## config.mk

```make
export PLATFORM = sky130hd
export DESIGN_NAME = mdio_register_bank
export DESIGN_NICKNAME = d
export VERILOG_FILES = /design/src/rtl/mdio_register_bank.sv
export SDC_FILE = /design/constraint.sdc
export NUM_CORES = 1
export LEC_CHECK = 0
export CELL_PAD_IN_SITES_DETAIL_PLACEMENT = 0
export CELL_PAD_IN_SITES_GLOBAL_PLACEMENT = 1
export CORE_UTILIZATION = 40
export CTS_BUF_LIST = sky130_fd_sc_hd__clkbuf_2 sky130_fd_sc_hd__clkbuf_4 sky130_fd_sc_hd__clkbuf_8
export CTS_CLUSTER_SIZE = 28
export DETAILED_ROUTE_END_ITERATION = 6
export PLACE_DENSITY = 0.75
export SLEW_MARGIN = 20
export SYNTH_ARGS = -nofsm -noshare
export SYNTH_HDL_FRONTEND = slang
export SYNTH_SLANG_ARGS = --single-unit
```

## constraint.sdc

```tcl
create_clock -name clk -period 3 [get_ports clk]
set_clock_uncertainty 0.1 [all_clocks]
set_input_delay 0.6 -clock clk [delete_from_list [all_inputs] [get_ports clk]]
set_output_delay 0.6 -clock clk [all_outputs]
set_load 0.02 [all_outputs]
```

## src/rtl/mdio_register_bank.sv

```systemverilog
// Bus-facing register bank for an MDIO engine: a command FIFO toward the engine,
// a receive FIFO of read results, sticky overflow flags, channel select and interrupt.
module mdio_register_bank #(
    parameter int NUM_CH    = 1,
    parameter int CMD_DEPTH = 4,
    parameter int RX_DEPTH  = 4,
    localparam int CH_W     = (NUM_CH > 1) ? $clog2(NUM_CH) : 1
) (
    input  logic            clk,
    input  logic            reset,
    input  logic [1:0]      addr,
    input  logic            write_en,
    input  logic            read_en,
    input  logic [31:0]     data_in,
    output logic [31:0]     data_out,
    output logic            read_valid,
    output logic [31:0]     tx_data,
    output logic [CH_W-1:0] tx_chan,
    output logic            tx_valid,
    input  logic            tx_ready,
    input  logic [15:0]     rx_data,
    input  logic            rx_valid,
    input  logic            engine_busy,
    output logic            irq
);

    localparam int CI_W = $clog2(CMD_DEPTH);
    localparam int CP_W = CI_W + 1;
    localparam int RI_W = $clog2(RX_DEPTH);
    localparam int RP_W = RI_W + 1;

    logic [CH_W+31:0] cmd_mem [CMD_DEPTH];
    logic [15:0]      rx_mem  [RX_DEPTH];

    logic [CP_W-1:0] cmd_wr_ptr, cmd_rd_ptr, cmd_level;
    logic [RP_W-1:0] rx_wr_ptr, rx_rd_ptr, rx_level;
    logic            cmd_full, rx_full, rx_nonempty;
    logic            cmd_ovf, rx_ovf;
    logic            irq_rx_en, irq_err_en;
    logic [CH_W-1:0] ctrl_chan, chan_wr, chan_sat;

    logic wr_cmd, wr_stat, wr_ctrl, rd_rx;
    logic cmd_push, cmd_pop, rx_push, rx_pop;
    logic [31:0] status_word, ctrl_word, rx_word, rd_word;

    assign cmd_level   = cmd_wr_ptr - cmd_rd_ptr;
    assign rx_level    = rx_wr_ptr - rx_rd_ptr;
    assign cmd_full    = (cmd_level == CP_W'(CMD_DEPTH));
    assign rx_full     = (rx_level == RP_W'(RX_DEPTH));
    assign rx_nonempty = (rx_level != '0);

    assign tx_valid             = (cmd_level != '0);
    assign {tx_chan, tx_data}   = cmd_mem[cmd_rd_ptr[CI_W-1:0]];

    assign wr_cmd  = write_en && (addr == 2'd0);
    assign wr_stat = write_en && (addr == 2'd1);
    assign wr_ctrl = write_en && (addr == 2'd2);
    assign rd_rx   = read_en  && (addr == 2'd0);

    // Full/empty decisions use the level at cycle start, so a push into a full
    // FIFO is dropped even when a pop happens in the same cycle.
    assign cmd_push = wr_cmd && !cmd_full;
    assign cmd_pop  = tx_valid && tx_ready;
    assign rx_push  = rx_valid && !rx_full;
    assign rx_pop   = rd_rx && rx_nonempty;

    assign chan_wr  = data_in[8 +: CH_W];
    assign chan_sat = (32'(chan_wr) > 32'(NUM_CH - 1)) ? CH_W'(NUM_CH - 1) : chan_wr;

    always_comb begin
        status_word             = '0;
        status_word[0]          = !cmd_full;
        status_word[1]          = rx_nonempty;
        status_word[2]          = engine_busy | tx_valid;
        status_word[3]          = cmd_ovf;
        status_word[4]          = rx_ovf;
        status_word[8 +: CP_W]  = cmd_level;
        status_word[16 +: RP_W] = rx_level;

        ctrl_word               = '0;
        ctrl_word[0]            = irq_rx_en;
        ctrl_word[1]            = irq_err_en;
        ctrl_word[8 +: CH_W]    = ctrl_chan;

        rx_word = rx_nonempty ? {1'b1, 15'b0, rx_mem[rx_rd_ptr[RI_W-1:0]]} : 32'h0;

        case (addr)
            2'd0:    rd_word = rx_word;
            2'd1:    rd_word = status_word;
            2'd2:    rd_word = ctrl_word;
            default: rd_word = 32'h0;
        endcase
    end

    always_ff @(posedge clk) begin
        if (cmd_push) cmd_mem[cmd_wr_ptr[CI_W-1:0]] <= {ctrl_chan, data_in};
        if (rx_push)  rx_mem[rx_wr_ptr[RI_W-1:0]]   <= rx_data;
    end

    always_ff @(posedge clk or posedge reset) begin
        if (reset) begin
            cmd_wr_ptr <= '0;
            cmd_rd_ptr <= '0;
            rx_wr_ptr  <= '0;
            rx_rd_ptr  <= '0;
            cmd_ovf    <= 1'b0;
            rx_ovf     <= 1'b0;
            irq_rx_en  <= 1'b0;
            irq_err_en <= 1'b0;
            ctrl_chan  <= '0;
            data_out   <= '0;
            read_valid <= 1'b0;
            irq        <= 1'b0;
        end else begin
            if (cmd_push) cmd_wr_ptr <= cmd_wr_ptr + 1'b1;
            if (cmd_pop)  cmd_rd_ptr <= cmd_rd_ptr + 1'b1;
            if (rx_push)  rx_wr_ptr  <= rx_wr_ptr + 1'b1;
            if (rx_pop)   rx_rd_ptr  <= rx_rd_ptr + 1'b1;

            // A new overflow wins over a same-cycle write-1-to-clear.
            if (wr_cmd && cmd_full)
                cmd_ovf <= 1'b1;
            else if (wr_stat && data_in[3])
                cmd_ovf <= 1'b0;

            if (rx_valid && rx_full)
                rx_ovf <= 1'b1;
            else if (wr_stat && data_in[4])
                rx_ovf <= 1'b0;

            if (wr_ctrl) begin
                irq_rx_en  <= data_in[0];
                irq_err_en <= data_in[1];
                ctrl_chan  <= chan_sat;
            end

            read_valid <= read_en;
            if (read_en) data_out <= rd_word;

            irq <= (irq_rx_en & rx_nonempty) | (irq_err_en & (cmd_ovf | rx_ovf));
        end
    end

endmodule
```

==> metrics.md, run 1 <==
| Metric | Value |
|---|---|
| Outcome | complete, but fails checks |
| Failing checks | DRC |
| Vias | between 4000 and 5000 |
| Beginning of the worst hold path | data_out[16] |
| Post-Syn Area | 9017 um^2 |
| Area of the multi-input gates | approximately 2000 um^2 |
| Register bit total from synthesis | 230 |
| Min-delay worst type | reg2reg |
| Num rows | 54 |
| Fin crit period | ~2.9 ns |
| Worst r2r src | rx_wr_ptr[0] |
| Synth top area cells | edfxtp_1 (64%), mux4_2 (12%), dfrtp_1 (11%) |
| Drt total wl | 17.82 mm |
| CTS tree | yes |
| Dpl hpwl | 11.26 mm |
| Fin crit share | between 90% and 100% |
| Clock Path Buffers | 3 |
| Flop pwr share | 39.6% |
| Sw Share | 31.78% |
| DIE HEIGHT | between 150 and 200 um |
| Hold WS | between 0.4 and 0.5 ns |
| Port bufs | between 100 and 150 |
| Cell Pwr Density | between 900 and 1000 nW/um^2 |
| Fmax | between 300 and 400 MHz |
| First-pass GRT wire length | roughly 28 mm |
| Initial drt markers | roughly 200 |
| Post-synth top area share | 63.94% |
| Leak | just over 4 nW |
| Post-DP Area | around 11000 um^2 |
| Crit-path max FO | 4 |
| Syn avg cell area | just under 20 um^2 |
| Worst setup EP type | output port |
| Worst setup SP type | register |
| Post-synth EDFFs | approximately 190 |
| Setup TNS | 0 ns |
| YS warnings | 0 |
| Root Buffer Master | clkbuf_8 |
| Fin area | ~11000 um^2 |
| Fin. Hold Viols | 0 |
| Peak supply drop | ~490 uV |
| Vias in the first global route | around 5000 |
| Fillers | about 1800 |
| Final #Nets | a little under 700 |
| Total track usage | about 16% |
| Core area | 21960 um^2 |
| Layout area overhead | 25.70% |
| IO Pins | roughly 130 |
| H-tree Lvls | 2 |
| P_int | between 0.007 and 0.008 W |
| Max_slew headroom | 43.48% |
| Largest net degree at the start of global routing | 35 |
| GP Congestion | about 0.73 |
| Comb pwr share | between 30% and 40% |
| Max-Cap Viols | 0 |
| Fin cells | approximately 900 |
| Most common cell after layout, fill and taps aside | edfxtp_1 |
| Post-route ant nets | 0 |
| Grt ovf | 0 |
| Sequential cell area | roughly 6700 um^2 |
| Sw power | 0.003442 W |
| Crit path required time | 2.30 ns |
| RSZ-0062 raised after global routing | false |
| Post-DR wirelength/cell | a little under 20 um |
| DRC Markers | 24 |
| Layout cells sized above 1 | between 20% and 30% |
| Initial antenna violation count | 1 |
| Final Total Pwr | between 0.01 and 0.015 W |
| Commonest cells after routing, fill and taps aside | edfxtp_1 (192), clkdlybuf4s50_1 (78), mux4_2 (48) |
| Max-slew violation total from the final report | 0 |
| Clock Latency Late Sink | between 0.5 and 0.6 ns |
| Crit Path Class | reg2out |
| Power share of the clock group | between 20% and 30% |
| Dominant synthesized flop cell | edfxtp_1 |
| Initial Utilization | 41.07% |
| Chip width | roughly 150 um |
| CTS sink cnt | between 200 and 250 |
| Slew of the pin with the lowest slew margin | ~0.85 ns |
| Synth unique cells | 42 |
| Sequential fraction of the synthesis area | 74.48% |
| Final Setup Violations | 0 |
| First-pass iteration count of the detailed router | 7 |
| TritonCTS buffer count | 39 |
| CP arrival | roughly 2.2 ns |
| Die area | 23150 um^2 |
| Asr flop ratio synth | around 17% |
| Dpl cells | about 850 |
| DR vias/cell | between 5 and 6 |
| Worst-path clk slew | approximately 0.060 ns |
| Post-Synthesis Cells | 455 |
| Synth area leader | edfxtp_1 |
| Worst Setup SP | cmd_wr_ptr[0] |
-- power groups by stage --
stage,Sequential [W],Clock (W),Combinational (W)
after CTS,0.00429,0.00290,0.00381
after floorplan,0.00439,0,0.00238
final,0.00428,0.00280,0.00375
after global routing,0.00433,0.00303,0.00405
after detailed placement,0.00435,0,0.00398
after global placement,0.00431,0,0.00392
-- sequential cells by signal (all words and copies together), names as in the netlist --
register and flops:
irq_rx_en 1, rx_mem 64, irq 1, rx_rd_ptr 3
cmd_wr_ptr 3, data_out 20, cmd_mem 128, rx_wr_ptr 3
cmd_rd_ptr 3, read_valid 1, irq_err_en 1, cmd_ovf 1
rx_ovf 1
-- synth_stat cells, types with 2 or more instances --
library cell and n:
o221ai_1 3, o21a_1 3, nor2b_1 6, nor3b_1 2
xnor2_1 8, nor2_1 4, ha_1 12, clkbuf_1 7
and3_1 4, o22ai_1 11, inv_1 35, buf_4 15
nand2_1 9, a31oi_1 2, nor3_1 2, o211ai_1 6
dfrtp_1 38, edfxtp_1 192, and2_1 3, nand3_1 6
nand2b_1 5, buf_2 6, o21ai_1 2, mux4_2 48
fa_1 2, mux2_2 5, o21ai_0 4
-- logic make-up after synthesis --
family / Yosys count / synth area share (%)
flops: 230 / 74.48
buf+inv: 64 / 3.372
mux: 55 / 12.90
simple gates: 41 / 2.400
compound gates: 39 / 3.136
fa+ha+maj: 14 / 2.109
xor+xnor: 11 / 1.554
other cells: 1 / 0.04159
-- cell type report --
class                      instances  area share [%]
timing repair buffer             130           11.41
inverter                          35           1.159
clock buffer                      53           5.828
multi-input combinational        173           18.05
antenna                            1         0.02208
tap                              280           3.091
clock inverter                    17           1.159
sequential                       230           59.28
-- worst max-delay path, stage by stage (launching register included) --
cell and delay, ns:
dfrtp_1 0.38, inv_2 0.08, ha_1 0.21, fa_1 0.40, xnor3_1 0.25, nand3_1 0.09, clkdlybuf4s15_2 0.26
-- timing repair --
item / 4_1_cts / 5_1_grt
setup endpoints to repair: 33 / 1
buffers inserted: 0 / 1
hold buffers: 0 / 0
resized for setup: 36 / 1
-- worst paths after layout --
| path | endpoint | cells past startpoint | slack (ns) |
|---|---|---|---|
| worst max-delay path | tx_valid | 6 | 0.11 |
| worst min-delay path | data_out[16] | 1 | 0.40 |
| min in group asynchronous | data_out[17] | 2 | 0.46 |
| worst min register to register | data_out[16] | 1 | 0.40 |
| worst max register to register | rx_mem[0][1] | 7 | 0.24 |
| max in group asynchronous | data_out[5] | 3 | 1.74 |
-- metal layers --
| layer | track usage [%] | up-vias | wire length [um] |
|---|---|---|---|
| li1 | - | 2084 | - |
| met1 | 20.19 | 2385 | 7326 |
| met2 | 26.25 | 176 | 8704 |
| met3 | 3.953 | 44 | 1258 |
| met4 | 6.803 | 0 | 531 |
| met5 | 0 | - | 0 |
-- stage by stage --
| step | setup WS (ns) | util, % |
|---|---|---|
| 4_1_cts | 0.007997 | 51.57 |
| 5_1_grt | 0.02504 | 51.61 |
| 3_3_place_gp | 0.3047 | 48.13 |
| 3_5_place_dp | 0.2065 | 48.13 |
| 2_1_floorplan | 0.1451 | - |
| 6_report | 0.1122 | 51.62 |
Power figures use the tool's default switching activity.
==> run 2, diff against run 1 <==
--- a/config.mk
+++ b/config.mk
@@ -7,11 +7,11 @@
 export LEC_CHECK = 0
 export CELL_PAD_IN_SITES_DETAIL_PLACEMENT = 0
 export CELL_PAD_IN_SITES_GLOBAL_PLACEMENT = 1
-export CORE_UTILIZATION = 40
+export CORE_UTILIZATION = 38
 export CTS_BUF_LIST = sky130_fd_sc_hd__clkbuf_2 sky130_fd_sc_hd__clkbuf_4 sky130_fd_sc_hd__clkbuf_8
 export CTS_CLUSTER_SIZE = 28
 export DETAILED_ROUTE_END_ITERATION = 6
-export PLACE_DENSITY = 0.75
+export PLACE_DENSITY = 0.72
 export SLEW_MARGIN = 20
 export SYNTH_ARGS = -nofsm -noshare
 export SYNTH_HDL_FRONTEND = slang
==> run 2 against run 1 <==
Against the previous run: the flow now finishes without violations; critical path depth fell by 3; via count down 1.2%; clock power up 3%; first-iteration DRC count is 3.9% higher; worst hold slack worse by 0.0049 ns; sequential power hardly changed.
==> metrics.md, run 2 (synthesized netlist as in run 1, its figures left out) <==
| Metric | Value |
|---|---|
| Outcome | finished clean |
| Crit path required time | 2.30 ns |
| Commonest cells after routing, fill and taps aside | edfxtp_1 (192), clkdlybuf4s50_1 (79), mux4_2 (48) |
| Fin area | ~11000 um^2 |
| Post-route ant nets | 0 |
| Initial drt markers | ~210 |
| Max_slew headroom | between 30% and 40% |
| DR vias/cell | ~4.8 |
| Hold WS | 0.3992 ns |
| Most used routing layer in global routing | met2 |
| Worst-path clk slew | approximately 0.06 ns |
| CTS Hold Bufs | 0 |
| Finished Core Util | 49.13% |
| Fin. Hold Viols | 0 |
| Worst setup SP type | register |
| IO Pins | around 130 |
| CTS sink cnt | 230 |
| Layout cells sized above 1 | around a quarter |
| Grt ovf | 0 |
| Reg2reg path depth | 7 |
| First-pass iteration count of the detailed router | 4 |
| RSZ-0062 raised after global routing | false |
| GR met2 Demand/Resource | a little over a quarter |
| Most common cell after layout, fill and taps aside | edfxtp_1 |
| TritonCTS buffer count | 38 |
| DRC Markers | 0 |
| Min-delay worst type | in2async |
| Fin crit share | slightly below 100% |
| Port bufs | ~110 |
| Post-DP Area | about 11000 um^2 |
| Fin cells | 957 |
| Dpl cells | just under 900 |
| Max-Cap Viols | 0 |
| Num rows | between 50 and 60 |
| Initial antenna violation count | 1 |
| Final Setup Violations | 0 |
| H-tree Lvls | 2 |
| Final #Nets | roughly 700 |
| Cell Pwr Density | around 960 nW/um^2 |
| Max FFs per register | between 100 and 150 |
| DIE HEIGHT | between 150 and 200 um |
| Die area | around 24000 um^2 |
| Initial Utilization | between 30% and 40% |
| Setup TNS | 0 ns |
| Met1 GRT Util | a little under a fifth |
| CTS tree | yes |
| Vias | 4632 |
| GP Congestion | 0.7152 |
| Vias in the first global route | about 5100 |
| Root Buffer Master | clkbuf_8 |
| Leak | between 4 and 5 nW |
| Largest net degree at the start of global routing | 39 |
| Diodes inserted | 0 |
| Layout area overhead | 27.50% |
| Clock Latency Late Sink | 0.52 ns |
| Max-slew violation total from the final report | 0 |
| Fmax | 345.7 MHz |
| Crit Path Class | reg2out |
| Crit-path max FO | 19 |
| Chip width | 156.0 um |
| CP arrival | ~2.2 ns |
| Dpl hpwl | roughly 12 mm |
| First-pass GRT wire length | 27.79 mm |
| Fin crit period | about 2.9 ns |
| Fillers | 1988 |
| Peak supply drop | roughly 500 uV |
| Slew of the pin with the lowest slew margin | a little over 0.9 ns |
| Setup Buffers After CTS | 0 |
| Post-DR wirelength/cell | approximately 19 um |
| Met3 GRT Util | under 10% |
| Core area | about 23000 um^2 |
| Worst setup EP type | output port |
| Clock Path Buffers | 3 |
| Drt total wl | 18.09 mm |
| Total track usage | about 15% |
-- run 2: cell count changes in the layout (fill, tap and decap cells not counted), moves of 4 or more --
cell	before	now
buf_4	12	16
clkbuf_4	11	15
clkinv_1	8	1
dlymetal6s2s_1	0	25
dlygate4sd2_1	32	6
-- run 2: cell type report --
type | instances | area [um^2] | area share (%)
repair buffers | 132 | 1388 | 12.07
flip-flops and latches | 230 | 6719 | 58.44
clock buffers | 58 | 704.4 | 6.127
well taps | 319 | 399.1 | 3.472
multi-input cells | 173 | 2048 | 17.81
clock inverters | 10 | 107.6 | 0.9359
inverters | 35 | 131.4 | 1.143
-- run 2: repair_timing --
item / in CTS / in global routing
gates resized for setup: 12 / 26
endpoints found under the setup margin: 21 / 26
cloned: 0 / 0
-- run 2: power breakdown --
part | internal, W | switching, W | leakage [nW]
combinational | 0.00184 | 0.00199 | 1.65
sequential | 0.00405 | 0.000258 | 2.22
clock | 0.00168 | 0.00121 | 0.434
total | 0.00757 | 0.00346 | 4.30
-- run 2: worst paths after layout --
kind / startpoint / to / slack [ns]
max in group asynchronous: reset / cmd_rd_ptr[0] / 1.99
min: reset / data_out[11] / 0.40
min reg2reg: data_out[10] / data_out[10] / 0.42
max reg2reg: rx_wr_ptr[0] / rx_mem[3][8] / 0.21
min in group clk: data_out[10] / data_out[10] / 0.42
max: cmd_rd_ptr[0] / tx_data[21] / 0.11
-- run 2: stage by stage --
step	worst slack, ns	power [W]
6_report	0.1075	0.01103
5_1_grt	0.001665	0.01161
3_5_place_dp	0.2019	0.008305
3_3_place_gp	0.3119	0.008237
4_1_cts	0.004172	0.01123
2_1_floorplan	0.1451	0.006775
-- run 2: worst max-delay path: stages (launching register included) --
cell and delay (ns):
dfrtp_2 0.41, buf_12 0.20, mux4_2 0.51, clkdlybuf4s50_1 0.55
-- run 2: layer usage --
layer	up-vias	share of wire, %
li1	2075	-
met1	2398	43
met2	130	50
met3	27	5.4
met4	2	1.3
met5	-	0.072
